## src/rtl/uart_rx_framed.sv

```systemverilog
// UART receiver with 3-sample majority vote, optional parity, 1 or 2 stop bits,
// and a one-entry valid/ready holding register with per-word error flags.
module uart_rx_framed #(
    parameter int CLK_FREQ   = 100_000_000,
    parameter int BAUD_RATE  = 9600,
    parameter int OVERSAMPLE = 16,
    parameter int DATA_BITS  = 8,
    parameter int PARITY     = 0,
    parameter int STOP_BITS  = 1
) (
    input  logic                 clk,
    input  logic                 reset_n,
    input  logic                 i_rx,
    output logic [DATA_BITS-1:0] o_data,
    output logic                 o_valid,
    input  logic                 i_ready,
    output logic                 o_parity_err,
    output logic                 o_frame_err,
    output logic                 o_overrun,
    output logic                 o_busy
);
    localparam int TICK_DIV = CLK_FREQ / (BAUD_RATE * OVERSAMPLE);
    localparam int TICK_W   = (TICK_DIV > 1) ? $clog2(TICK_DIV) : 1;
    localparam int S_W      = $clog2(OVERSAMPLE);
    localparam int BIT_MAX  = (DATA_BITS > STOP_BITS) ? DATA_BITS : STOP_BITS;
    localparam int BIT_W    = $clog2(BIT_MAX);

    localparam logic [TICK_W-1:0] TICK_LAST = TICK_W'(TICK_DIV - 1);
    localparam logic [S_W-1:0]    S_V0      = S_W'(OVERSAMPLE / 2 - 1);
    localparam logic [S_W-1:0]    S_V1      = S_W'(OVERSAMPLE / 2);
    localparam logic [S_W-1:0]    S_V2      = S_W'(OVERSAMPLE / 2 + 1);
    localparam logic [S_W-1:0]    S_LAST    = S_W'(OVERSAMPLE - 1);
    localparam logic [BIT_W-1:0]  DATA_LAST = BIT_W'(DATA_BITS - 1);
    localparam logic [BIT_W-1:0]  STOP_LAST = BIT_W'(STOP_BITS - 1);

    generate
        if (TICK_DIV < 1) begin : g_bad_tick_div
            $error("uart_rx_framed: CLK_FREQ too low for BAUD_RATE*OVERSAMPLE");
        end
        if (OVERSAMPLE < 8 || (OVERSAMPLE % 2) != 0) begin : g_bad_oversample
            $error("uart_rx_framed: OVERSAMPLE must be even and >= 8");
        end
        if (DATA_BITS < 5 || DATA_BITS > 9) begin : g_bad_data_bits
            $error("uart_rx_framed: DATA_BITS must be 5..9");
        end
        if (PARITY < 0 || PARITY > 2) begin : g_bad_parity
            $error("uart_rx_framed: PARITY must be 0, 1 or 2");
        end
        if (STOP_BITS < 1 || STOP_BITS > 2) begin : g_bad_stop_bits
            $error("uart_rx_framed: STOP_BITS must be 1 or 2");
        end
    endgenerate

    typedef enum logic [2:0] {ST_IDLE, ST_START, ST_DATA, ST_PARITY, ST_STOP} state_t;

    state_t               state, state_next;
    logic                 rx_meta, rx_sync;
    logic [TICK_W-1:0]    tick_cnt;
    logic [S_W-1:0]       s_cnt;
    logic [BIT_W-1:0]     bit_cnt;
    logic                 smp0, smp1;
    logic [DATA_BITS-1:0] shreg;
    logic                 perr, ferr;
    logic                 tick, vote, at_mid, at_end, frame_done;

    // Majority of three line samples taken around the bit centre
    function automatic logic majority3(input logic a, input logic b, input logic c);
        return (a & b) | (a & c) | (b & c);
    endfunction

    // Parity bit the transmitter should have sent for the given word
    function automatic logic expected_parity(input logic [DATA_BITS-1:0] d);
        return (PARITY == 1) ? ~^d : ^d;
    endfunction

    assign tick       = (tick_cnt == TICK_LAST);
    assign vote       = majority3(smp0, smp1, rx_sync);
    assign at_mid     = tick && (s_cnt == S_V2);
    assign at_end     = tick && (s_cnt == S_LAST);
    assign frame_done = (state == ST_STOP) && at_mid && (bit_cnt == STOP_LAST);
    assign o_busy     = (state != ST_IDLE);

    // Two-flop synchroniser for the asynchronous line; idles high
    always_ff @(posedge clk) begin
        if (!reset_n) begin
            rx_meta <= 1'b1;
            rx_sync <= 1'b1;
        end else begin
            rx_meta <= i_rx;
            rx_sync <= rx_meta;
        end
    end

    // State register
    always_ff @(posedge clk) begin
        if (!reset_n) state <= ST_IDLE;
        else          state <= state_next;
    end

    // Next-state logic; a high vote at mid start bit is treated as a glitch
    always_comb begin
        state_next = state;
        case (state)
            ST_IDLE:   if (!rx_sync) state_next = ST_START;
            ST_START: begin
                if (at_mid && vote) state_next = ST_IDLE;
                else if (at_end)    state_next = ST_DATA;
            end
            ST_DATA:   if (at_end && bit_cnt == DATA_LAST)
                           state_next = (PARITY != 0) ? ST_PARITY : ST_STOP;
            ST_PARITY: if (at_end) state_next = ST_STOP;
            ST_STOP:   if (frame_done) state_next = ST_IDLE;
            default:   state_next = ST_IDLE;
        endcase
    end

    // Tick, sample and bit counters; held at zero in IDLE so every frame starts aligned
    always_ff @(posedge clk) begin
        if (!reset_n || state == ST_IDLE) begin
            tick_cnt <= '0;
            s_cnt    <= '0;
            bit_cnt  <= '0;
        end else begin
            tick_cnt <= tick ? '0 : tick_cnt + 1'b1;
            if (tick) begin
                s_cnt <= (s_cnt == S_LAST) ? '0 : s_cnt + 1'b1;
                if (s_cnt == S_LAST)
                    bit_cnt <= (state_next != state) ? '0 : bit_cnt + 1'b1;
            end
        end
    end

    // Capture the first two of the three vote samples; the third is the live line
    always_ff @(posedge clk) begin
        if (tick) begin
            if (s_cnt == S_V0) smp0 <= rx_sync;
            if (s_cnt == S_V1) smp1 <= rx_sync;
        end
    end

    // Shift in data LSB first and accumulate per-frame error flags
    always_ff @(posedge clk) begin
        if (!reset_n || state == ST_IDLE) begin
            perr <= 1'b0;
            ferr <= 1'b0;
        end else if (at_mid) begin
            case (state)
                ST_DATA:   shreg <= {vote, shreg[DATA_BITS-1:1]};
                ST_PARITY: if (vote != expected_parity(shreg)) perr <= 1'b1;
                ST_STOP:   if (!vote) ferr <= 1'b1;
                default:   ;
            endcase
        end
    end

    // Holding register: a completed frame loads if empty or being drained, else it is dropped
    always_ff @(posedge clk) begin
        if (!reset_n) begin
            o_data       <= '0;
            o_valid      <= 1'b0;
            o_parity_err <= 1'b0;
            o_frame_err  <= 1'b0;
            o_overrun    <= 1'b0;
        end else begin
            o_overrun <= 1'b0;
            if (frame_done && (!o_valid || i_ready)) begin
                o_data       <= shreg;
                o_valid      <= 1'b1;
                o_parity_err <= perr;
                o_frame_err  <= ferr | ~vote;
            end else if (frame_done) begin
                o_overrun <= 1'b1;
            end else if (o_valid && i_ready) begin
                o_valid      <= 1'b0;
                o_parity_err <= 1'b0;
                o_frame_err  <= 1'b0;
            end
        end
    end
endmodule

```

## config.mk

```make
export PLATFORM = sky130hd
export DESIGN_NAME = uart_rx_framed
export DESIGN_NICKNAME = d
export VERILOG_FILES = /design/src/rtl/uart_rx_framed.sv
export SDC_FILE = /design/constraint.sdc
export NUM_CORES = 1
export LEC_CHECK = 0
export CORE_ASPECT_RATIO = 0.7
export CORE_MARGIN = 2
export CORE_UTILIZATION = 50
export DETAILED_ROUTE_END_ITERATION = 7
export DONT_BUFFER_PORTS = 1
export PLACE_DENSITY_LB_ADDON = 0.25
export SETUP_SLACK_MARGIN = 0.02
export SKIP_LAST_GASP = 1
export SYNTH_ARGS = -nofsm -noshare
export SYNTH_HDL_FRONTEND = slang
export SYNTH_SLANG_ARGS = --single-unit
```

## constraint.sdc

```tcl
create_clock -name clk -period 3 [get_ports clk]
set_input_delay 0.75 -clock clk [delete_from_list [all_inputs] [get_ports clk]]
set_output_delay 0.75 -clock clk [all_outputs]
set_load 0.01 [all_outputs]
```

Word level (Yosys, flattened, before mapping)
Cells that the tools add are included.
W data, S select, Z words.

operators by class
  multiplexer cells = 15
  eq/ne operators = 13
  bitwise gates (word level) = 9
  add/sub/neg operators = 3
  reduce and logical (&&, ||, !) cells = 26

operator list
  kind                     count
  $mux W3                  7
  $pmux W3 S5              1
  $eq A4 B4 Y1 const B     3
  $add A10 B1 Y10 const B  1
  $eq A10 B10 Y1 const B   1
  $reduce_and A3 Y1        3
  $logic_and A1 B1 Y1      8
  $reduce_and A2 Y1        4
  $reduce_xor A8 Y1        1
  $eq A3 B2 Y1 const B     2
  $eq A3 B3 Y1 const B     2
  $logic_not A3 Y1         2
  $mux W1                  6
  $add A4 B1 Y4 const B    1
  $eq A4 B3 Y1 const B     1
  $mux W4                  1
  $reduce_or A2 Y1         2
  $add A3 B1 Y3 const B    1
  $and A1 B1 Y1            3
  $eq A3 B1 Y1 const B     1
  $ne A3 B3 Y1             1
  $not A1 Y1               3
  $or A1 B1 Y1             3
  $reduce_bool A3 Y1       1
  other kinds (5)          7

word-level totals
  register bits after elaboration = 46
  logic and storage cells = 82

Depth between registers and ports, before layout
Gate-level depths: netlist of run 1.

  depth after elaboration = 8
  mapped depth = 8
  mapped depth without buffers = 6

Worst setup path after synthesis of run 1
OpenSTA, ideal clock, no wires.

  path type = register to register
  from = register s_cnt[1]
  to = register shreg[0] (enable)
  data required time = 2.602 ns
  setup time = 0.398 ns
  slack = 0.712 ns
  arrival = 1.891 ns
  stages on the path, launching flop included = 6
  clock period less this slack = 2.288 ns
  path through = dfxtp_1 > inv_1 > ha_1 > and3b_1 > nand4_4 > nor4b_1

on the way
  cells in the longest elaborated chain, start to end = 3

ends and longest elaborated chain
  element                             RTL line  RTL
  from (decl)                         59        logic [S_W-1:0] s_cnt;
  from (signal assigned)              126       s_cnt <= (s_cnt == S_LAST) ? '0 : s_cnt + 1'b1;
  $eq A4 B4 Y1                        78        assign at_mid = tick && (s_cnt == S_V2);
  $logic_and A1 B1 Y1                 78
  $reduce_and A3 Y1 (no source line)  n/a
  to (signal assigned)                148       ST_DATA: shreg <= {vote, shreg[DATA_BITS-1:1]};
  to (decl)                           62        logic [DATA_BITS-1:0] shreg;

No other way between the ends.
A chain may end at the register's enable or synchronous reset.

Final worst setup path of run 1
  from = register tick_cnt[0]
  to = register state[0]

on the way
  cells in the longest elaborated chain, start to end = 6

ends and longest elaborated chain
  element                           RTL line  RTL
  from (decl)                       58        logic [TICK_W-1:0] tick_cnt;
  from (signal assigned)            124       tick_cnt <= tick ? '0 : tick_cnt + 1'b1;
  $eq A10 B10 Y1 *                  76        assign tick = (tick_cnt == TICK_LAST);
  $logic_and A1 B1 Y1               78
  $logic_and A1 B1 Y1 (2 in a row)  80        assign frame_done = (state == ST_STOP) && at_mid && (bit_cnt == STOP_LAST);
  $mux W3                           112       ST_STOP: if (frame_done) state_next = ST_IDLE;
  $pmux W3 S5 *                     103       case (state)
  to (signal assigned)              97        else state <= state_next;
  to (decl)                         56        state_t state, state_next;

Mark *: on every way between the ends. The rest lies on a longest branch, timed or not.

==> results of run 1 <==
-- per-stage QoR --
stage | hold slack (ns) | total power [W] | cells | worst slack [ns] | utilization, %
2_1_floorplan | 0.386 | 0.000662 | 215 | 0.712 | -
3_3_place_gp | 0.424 | 0.000665 | 261 | 1.01 | 53.9
3_5_place_dp | 0.406 | 0.000666 | 261 | 0.907 | 53.9
4_1_cts | 0.447 | 0.00104 | 269 | 0.907 | 56.1
5_1_grt | 0.456 | 0.00107 | 269 | 0.648 | 56.1
6_report | 0.440 | 0.00103 | 269 | 0.902 | 56.1
-- state kept, by name, summed over array words and instances, names as in the netlist --
name          cells
smp1              1
rx_meta           1
tick_cnt         10
bit_cnt           3
o_data            8
smp0              1
o_valid           1
state             3
ferr              1
o_overrun         1
o_frame_err       1
rx_sync           1
o_parity_err      1
s_cnt             4
shreg             8
perr              1
-- per-layer routing --
| metal | up-vias | global-route usage, % |
|---|---|---|
| met4 | 0 | 8.81 |
| met2 | 53 | 25.9 |
| met3 | 2 | 5.67 |
| met1 | 764 | 28.3 |
| met5 | - | 0 |
| li1 | 775 | - |
-- power groups by stage --
| stage | clock network [W] | registers (W) | logic, W |
|---|---|---|---|
| CTS | 0.000383 | 0.000635 | 0.0000166 |
| floorplan | 0 | 0.000647 | 0.0000145 |
| global route | 0.000413 | 0.000636 | 0.0000183 |
| detailed placement | 0 | 0.000650 | 0.0000164 |
| finish | 0.000375 | 0.000635 | 0.0000167 |
| global placement | 0 | 0.000649 | 0.0000158 |
-- worst max-delay path, stage by stage, from the launching register on --
cell and delay (ns):
dfxtp_1 0.35, inv_1 0.07, ha_1 0.13, nor2b_1 0.46
nand4_1 0.43, o311ai_0 0.43, a21oi_1 0.11
-- Yosys cell counts (2+ instances only) --
cell type	number
dfxtp_1	36
nor2_1	20
a21oi_1	14
nand2_1	13
xnor2_1	13
nand3_1	12
o21ai_0	11
edfxtp_1	10
inv_1	9
ha_1	8
nor2b_1	5
nor3_1	5
o211ai_1	5
clkbuf_1	4
nand4_1	4
a31oi_1	3
buf_2	3
nand2b_1	3
nand3b_1	3
or3_1	3
xor2_1	3
and3_1	2
and4_2	2
or4_1	2
-- kinds of logic after synthesis --
kind of cell    after synthesis  synth area share (%)
mux                           1                 0.475
flops                        46                  48.4
xor+xnor                     17                  7.71
fa+ha+maj                     9                  5.22
buf+inv                      17                  3.38
compound gates               41                  11.7
simple gates                 84                  23.1
-- worst min-delay path by stage --
stage | cells past startpoint | start | to | slack, ns
global placement | 1 | rx_meta$_SDFF_PN1_ | rx_sync$_SDFF_PN1_ | 0.42
CTS | 1 | rx_meta$_SDFF_PN1_ | rx_sync$_SDFF_PN1_ | 0.45
floorplan | 1 | rx_meta$_SDFF_PN1_ | rx_sync$_SDFF_PN1_ | 0.39
global route | 1 | rx_meta$_SDFF_PN1_ | rx_sync$_SDFF_PN1_ | 0.46
finish | 1 | rx_meta$_SDFF_PN1_ | rx_sync$_SDFF_PN1_ | 0.44
detailed placement | 1 | rx_meta$_SDFF_PN1_ | rx_sync$_SDFF_PN1_ | 0.41
-- final cells by class --
type	count	area (um^2)
Clock buffer	6	82.6
Clock inverter	2	7.51
Fill cell	347	1750
Inverter	9	33.8
Multi-Input combinational cell	152	1020
Sequential cell	46	1020
Tap cell	52	65.1
Timing Repair Buffer	2	15.0
==> impl_metrics.py, run 1 <==
metrics = {
    "cells_and_area": {
        "final_cell_mix": "36 x dfxtp_1, 20 x nor2_1, 14 x a21oi_1",
        "final_common_cell": "dfxtp_1",
        "area_growth_pct": 6.29,
        "drive_above_1_share_pct": 7.37,
        "final_nets": 228,
        "final_area_um2": 2240,
        "antenna_cells": 0,
    },
    "timing": {
        "worst_pin_slew_ns": 0.878,
        "final.min_clock_period_ns": 2.10,
        "rsz0062_at_grt": "false",
        "slew_headroom_pct": 40.0,
        "finClkSkew_ns": 0.00540,
        "period_share_pct": 69.9,
        "fmax_mhz": 477,
        "setup-tns-final_ns": 0,
        "hold_viol_final": 0,
        "setup_viol": 0,
        "finalMaxSlewViolations": 0,
    },
    "die": {
        "io_pins": 17,
        "initial_core_util_pct": 52.8,
        "rows": 19,
        "coreArea_um2": 3990,
        "dieArea_um2": 4760,
        "die_w_um": 81.6,
        "die_y_um": 58.3,
    },
    "yosys": {
        "syn_area_um2": 2110,
        "ys_seq_area_share_pct": 48.4,
        "ys_warn_count": 0,
        "ys_ff_latch": 46,
        "synthFlopType": "dfxtp_1",
        "synth_top_area_cell": "dfxtp_1",
        "synth_cell_types": 46,
        "synth_edf_count": 10,
        "synthTopCellsByArea": "dfxtp_1 34%, edfxtp_1 14%, xnor2_1 5.4%, ha_1 4.7%, nor2_1 3.6%",
        "netlist.area_leader.share_pct": 34.2,
        "synthCells": 215,
        "synth_nets": 227,
        "syn_avg_cell_area_um2": 9.81,
        "synthArstFlopShare_pct": 0,
    },
    "global_routing": {
        "grt_pass1_wl_um": 6710,
        "grt_max_degree": 14,
        "antenna_found_initial": 0,
        "grt_pass1_vias": 1421,
        "grt_use_total_pct": 19.2,
        "grt_overflow_total": 0,
    },
    "worst_setup_path": {
        "r2r_start": "tick_cnt[0]$_SDFF_PP0_",
        "crit_path_max_fanout": 10,
        "critPathCapture": "state[0]$_SDFF_PN0_",
        "r2r-end": "state[0]$_SDFF_PN0_",
        "cp_data_required_time_ns": 3.17,
        "crit_start": "tick_cnt[0]$_SDFF_PP0_",
        "rrSetupSlack_ns": 0.90,
        "worstSetupPathType": "reg2reg",
        "worstSetupStartpointType": "flop",
        "r2r_cells": 6,
        "crit_arrival_ns": 2.27,
        "end_kind": "flop",
    },
    "clocking": {
        "cts.reportedPaths.clkPinSlew_ns": 0.08,
        "cts_buffers": 5,
        "cts_setup_buffers": 0,
        "clockBufferDepth": 2,
        "h-tree-depth": 2,
        "cts_root_buffer": "clkbuf_8",
        "ctsResizeCount": 0,
        "hold_buffers": 0,
        "cts_tree": "built",
        "cts.sinks": 46,
        "clk_latency_ns": 0.29,
    },
    "power_and_ir_drop": {
        "power.density_nw_per_um2": 458,
        "p_leak_nw": 0.726,
        "p_switching_w": 0.000209,
        "ir_drop_mv": 0.309,
        "p_int_w": 0.000818,
        "power_frac_comb_pct": 1.6,
        "switching_share_pct": 20.3,
        "pwr-share-clk_pct": 36.5,
        "seqPwrFrac_pct": 61.9,
    },
    "detailed_routing": {
        "met2_length_um": 1820,
        "drtAntennaViolNets": 0,
        "dr.pass1.iters": 4,
        "dr_wl_met3_um": 331,
        "wl_um": 4190,
        "num_vias": 1594,
        "drc_errors": 0,
        "top_layer_used": "met4",
        "wire_per_inst_um": 15.6,
        "wl_met1_um": 2000,
        "drt_iter0_drc": 141,
        "vias_per_cell": 5.93,
    },
    "place": {
        "hpwl_um": 3170,
        "numPortBuffers": 0,
        "gp_congestion": 0.840,
        "placed_area_um2": 2150,
    },
    "outcome": {
        "status": "finished clean",
    },
    "hold_path": {
        "hold_path.class": "reg2reg",
    },
    "run": {
        "cap_violations": 0,
    },
}
Note: power is estimated with default switching activity, not from simulation.
==> inputs of run 2 (changes only) <==
clock period = 1.97 ns   (was 3 ns; I/O delays follow)
==> run 2 against run 1 <==
Compared with the run above: power rose by 65%; sequential cell count unchanged; largest cell class is now multi-input combinational cells; highest routed layer unchanged; core utilization increased by 1.6 points; largest power group unchanged.
==> impl_metrics.py, run 2 (same netlist as run 1, synthesis figures left out) <==
metrics = {
    "global_routing": {
        "grt_pass1_vias": 1487,
        "grt_overflow_total": 0,
        "grt_pass1_wl_um": 7060,
        "grt_use_total_pct": 19.8,
        "grt_max_degree": 15,
        "antenna_found_initial": 0,
    },
    "hold_path": {
        "hold_path.class": "in2reg",
    },
    "timing": {
        "layout_setup_ws_ns": 0.118,
        "hold_viol_final": 0,
        "fmax_mhz": 540,
        "fin_hold_ws_ns": 0.268,
        "worst_pin_slew_ns": 0.638,
        "finClkSkew_ns": 0.00463,
        "final.min_clock_period_ns": 1.85,
        "finalMaxSlewViolations": 0,
        "rsz0062_at_grt": "false",
        "setup_viol": 0,
        "setup-tns-final_ns": 0,
        "slew_headroom_pct": 57.1,
        "period_share_pct": 94.0,
    },
    "cells_and_area": {
        "post-route-util_pct": 57.7,
        "area_growth_pct": 9.31,
        "antenna_cells": 0,
        "largest-register": "tick_cnt",
        "final_cell_mix": "36 x dfxtp_1, 20 x nor2_1, 14 x a21oi_1",
        "final_common_cell": "dfxtp_1",
        "final_area_um2": 2310,
        "final_nets": 233,
        "top_regs": "tick_cnt: 10 flops, o_data: 8 flops, shreg: 8 flops",
        "drive_above_1_share_pct": 10.4,
        "largest_reg_flops": 10,
    },
    "clocking": {
        "cts_buffers": 5,
        "cts_tree": "built",
        "h-tree-depth": 2,
        "hold_buffers": 0,
        "clockBufferDepth": 2,
        "clk_latency_ns": 0.30,
        "ctsResizeCount": 0,
        "cts.reportedPaths.clkPinSlew_ns": 0.09,
        "cts_setup_buffers": 0,
        "cts.sinks": 46,
        "cts_root_buffer": "clkbuf_8",
    },
    "detailed_routing": {
        "num_vias": 1555,
        "wl_um": 4170,
        "dr.pass1.iters": 4,
        "vias_per_cell": 5.68,
        "drc_errors": 0,
        "drtAntennaViolNets": 0,
        "wire_per_inst_um": 15.2,
        "dr_wl_met3_um": 383,
        "wl_met1_um": 2070,
        "drt_iter0_drc": 168,
        "top_layer_used": "met4",
        "met2_length_um": 1670,
    },
    "place": {
        "hpwl_um": 3160,
        "numPortBuffers": 0,
        "placed_area_um2": 2200,
        "gp_congestion": 0.828,
        "pre_cts_ws_ns": 0.153,
    },
    "worst_setup_path": {
        "crit_slowest_cell": "or4_1",
        "end_kind": "flop",
        "path_cells": "inv_1 > ha_1 > nand3b_1 > or3_4 > or4_1 > a31oi_1",
        "cp_data_required_time_ns": 2.20,
        "crit_path_max_incr_delay_ns": 0.47,
        "crit_arrival_ns": 2.08,
        "worstSetupStartpointType": "flop",
        "worstSetupPathType": "reg2reg",
        "crit_path_max_fanout": 6,
    },
    "die": {
        "die_w_um": 81.6,
        "coreArea_um2": 3990,
        "die_y_um": 58.3,
        "io_pins": 17,
        "rows": 19,
        "initial_core_util_pct": 52.8,
        "dieArea_um2": 4760,
    },
    "power_and_ir_drop": {
        "p_leak_nw": 0.756,
        "power.density_nw_per_um2": 734,
        "ir_drop_mv": 0.412,
    },
    "outcome": {
        "status": "finished clean",
    },
    "run": {
        "cap_violations": 0,
    },
}
-- run 2: cell types whose count changed in the layout (fill, tap and decap cells not counted) --
cell        previous run  this run
clkbuf_1               0         1
clkbuf_8               6         5
nor4b_2                0         1
clkinvlp_4             0         1
bufinv_16              0         1
buf_4                  2         7
nor4b_1                1         0
clkinv_1               2         0
-- run 2: final timing paths --
check | from | to | slack (ns) | cells after the start
min | reset_n | rx_meta$_SDFF_PN1_ | 0.27 | 1
max | bit_cnt[0]$_SDFFE_PP0P_ | o_parity_err$_SDFFE_PN0P_ | 0.12 | 6
min reg2reg | rx_meta$_SDFF_PN1_ | rx_sync$_SDFF_PN1_ | 0.43 | 1
max reg2reg | bit_cnt[0]$_SDFFE_PP0P_ | o_parity_err$_SDFFE_PN0P_ | 0.12 | 6
-- run 2: area by class of cell --
type                            count  area (um^2)
Sequential cell                    46         1020
Clock buffer                        6         72.6
Multi-Input combinational cell    152         1020
Clock inverter                      2         37.5
Inverter                            9         33.8
Timing Repair Buffer                7         52.6
Tap cell                           52         65.1
Fill cell                         334         1690
-- run 2: critical path: cells and delay by family, from the launching register on --
family,cells,cell delay [ns]
AOI/OAI and AO/OA,1,0.18
adders and majority gates,1,0.15
buffers and inverters,1,0.09
DFF,1,0.33
and+or+nand+nor,3,1.02
-- run 2: per-stage QoR --
step / instances / power, W
after detailed placement: 266 / 0.00102
after CTS: 274 / 0.00171
after floorplan: 215 / 0.00101
after global placement: 266 / 0.00102
final: 274 / 0.00169
after global routing: 274 / 0.00176
-- run 2: power breakdown --
| group | switching (W) | leakage, nW | total, W | internal [W] |
|---|---|---|---|---|
| clock network | 0.000318 | 0.0514 | 0.000697 | 0.000379 |
| logic | 0.0000178 | 0.325 | 0.0000280 | 0.0000102 |
| registers | 0.00000640 | 0.380 | 0.000968 | 0.000961 |
-- run 2: per-layer routing --
| layer | GRT usage [%] | vias to the layer above |
|---|---|---|
| met5 | 0 | - |
| met4 | 7.14 | 0 |
| met3 | 6.44 | 5 |
| met2 | 27.5 | 57 |
| met1 | 28.9 | 712 |
| li1 | - | 781 |
==> inputs of run 3 (changes only) <==
CORE_ASPECT_RATIO = 1.2   (was 0.7)
clock period = 2.3 ns   (was 1.97 ns; I/O delays follow)
==> run 3 against run 2 <==
Compared with the run above: hold slack gained 0.10 ns; via count shrank 1.2%; maximum frequency shrank 7.3%; power shrank 21%; sequential share of layout area grew 0.63 points; non-clock buffer count shrank 2; first-iteration DRC count shrank 49%; global-route usage shrank 2.4 points.
==> impl_metrics.py, run 3 (same netlist as run 1, synthesis figures left out) <==
metrics = {
    "hold_path": {
        "hold_path.class": "in2reg",
        "hold_depth": 1,
    },
    "cells_and_area": {
        "area_growth_pct": 7.77,
        "top_regs": "tick_cnt: 10 flops, o_data: 8 flops, shreg: 8 flops",
        "largest_reg_flops": 10,
        "antenna_cells": 0,
        "final_common_cell": "dfxtp_1",
        "regArea_um2": 1020,
        "drive_above_1_share_pct": 9.09,
        "largest-register": "tick_cnt",
        "final_nets": 231,
        "fin_cells": 274,
        "fillers": 394,
        "final_cell_mix": "36 x dfxtp_1, 20 x nor2_1, 14 x a21oi_1",
        "final_area_um2": 2270,
        "multiInputGateArea_um2": 1020,
    },
    "global_routing": {
        "grt_use_total_pct": 17.4,
        "grt_pass1_vias": 1482,
        "antenna_found_initial": 0,
        "grt_max_degree": 14,
        "grt_overflow_total": 0,
        "grt_pass1_wl_um": 6530,
    },
    "timing": {
        "fin_hold_ws_ns": 0.371,
        "layout_setup_ws_ns": 0.303,
        "hold_viol_final": 0,
        "setup_viol": 0,
        "final.min_clock_period_ns": 2.00,
        "worst_pin_slew_ns": 0.966,
        "slew_headroom_pct": 34.0,
        "rsz0062_at_grt": "false",
        "setup-tns-final_ns": 0,
        "finClkSkew_ns": 0.00816,
        "period_share_pct": 86.8,
        "finalMaxSlewViolations": 0,
        "fmax_mhz": 501,
    },
    "worst_setup_path": {
        "r2r_cells": 5,
        "path_cells": "ha_1 > ha_1 > a2111oi_0 > o211ai_1 > a21oi_1",
        "cp_common_cell": "ha_1",
        "crit_slowest_cell": "a2111oi_0",
        "worstSetupPathType": "reg2reg",
        "crit_path_max_incr_delay_ns": 0.86,
        "worstSetupStartpointType": "flop",
        "path_buf_inv": 0,
        "crit_arrival_ns": 2.21,
        "crit_path_max_fanout": 3,
        "cp_data_required_time_ns": 2.51,
        "cp.depth": 5,
        "worst_path_dominant_cell_family": "compound AO/OA/AOI/OAI gates",
        "end_kind": "flop",
    },
    "power_and_ir_drop": {
        "power.density_nw_per_um2": 591,
        "ir_drop_mv": 0.359,
        "p_leak_nw": 0.739,
    },
    "clocking": {
        "clockBufferDepth": 2,
        "h-tree-depth": 2,
        "cts.reportedPaths.clkPinSlew_ns": 0.07,
        "clk_latency_ns": 0.29,
        "cts.sinks": 46,
        "cts_tree": "built",
        "cts_buffers": 5,
        "cts_root_buffer": "clkbuf_8",
        "hold_buffers": 0,
        "ctsResizeCount": 0,
        "cts_setup_buffers": 0,
    },
    "die": {
        "io_pins": 17,
        "initial_core_util_pct": 52.7,
        "dieArea_um2": 4760,
        "coreArea_um2": 4000,
        "die_y_um": 75.2,
        "rows": 25,
        "die_w_um": 63.3,
    },
    "detailed_routing": {
        "wl_um": 3930,
        "vias_per_cell": 5.61,
        "dr.pass1.iters": 4,
        "num_vias": 1537,
        "wire_per_inst_um": 14.3,
        "drt_iter0_drc": 85,
        "drtAntennaViolNets": 0,
        "drc_errors": 0,
    },
    "place": {
        "numPortBuffers": 0,
        "hpwl_um": 2940,
        "pre_cts_ws_ns": 0.314,
        "gp_congestion": 0.807,
        "placed_area_um2": 2180,
        "placed_cells": 266,
    },
    "outcome": {
        "status": "finished clean",
    },
    "run": {
        "cap_violations": 0,
    },
}
-- run 3: cell types whose count changed in the layout (fill, tap and decap cells not counted) --
cell and change:
clkinvlp_4 -1, clkbuf_1 +1, clkbuf_8 +1, buf_4 -2
bufinv_16 -1
-- run 3: per-stage QoR --
stage	util, %	total power (W)
global placement	54.5	0.000868
global route	56.8	0.00138
finish	56.8	0.00134
CTS	56.8	0.00135
floorplan	-	0.000864
detailed placement	54.5	0.000870
-- run 3: path summary, 6_finish.rpt --
path                            from                      end  slack [ns]
max reg2reg  bit_cnt[0]$_SDFFE_PP0P_  bit_cnt[2]$_SDFFE_PP0P_        0.30
min reg2reg       rx_meta$_SDFF_PN1_       rx_sync$_SDFF_PN1_        0.42
max          bit_cnt[0]$_SDFFE_PP0P_  bit_cnt[2]$_SDFFE_PP0P_        0.30
min                          reset_n       rx_sync$_SDFF_PN1_        0.37
-- run 3: layout make-up --
type	instances	share of cell area [%]
multi-input combinational	152	45.0
sequential	46	44.9
clock buffer	8	3.96
tap	54	2.97
timing repair buffer	5	1.65
inverter	9	1.49
-- run 3: power breakdown --
group / internal [W] / total (W) / switching [W] / leakage [nW]
Combinational: 0.00000713 / 0.0000217 / 0.0000146 / 0.313
Clock: 0.000245 / 0.000493 / 0.000247 / 0.0455
Sequential: 0.000823 / 0.000829 / 0.00000547 / 0.380
-- run 3: metal layers --
layer	vias to the layer above	GRT usage (%)	share of wire, %
met5	-	0	0
met4	0	5.31	1.1
met3	4	3.44	3.4
met2	29	33.7	52
met1	729	19.5	43
li1	775	-	-
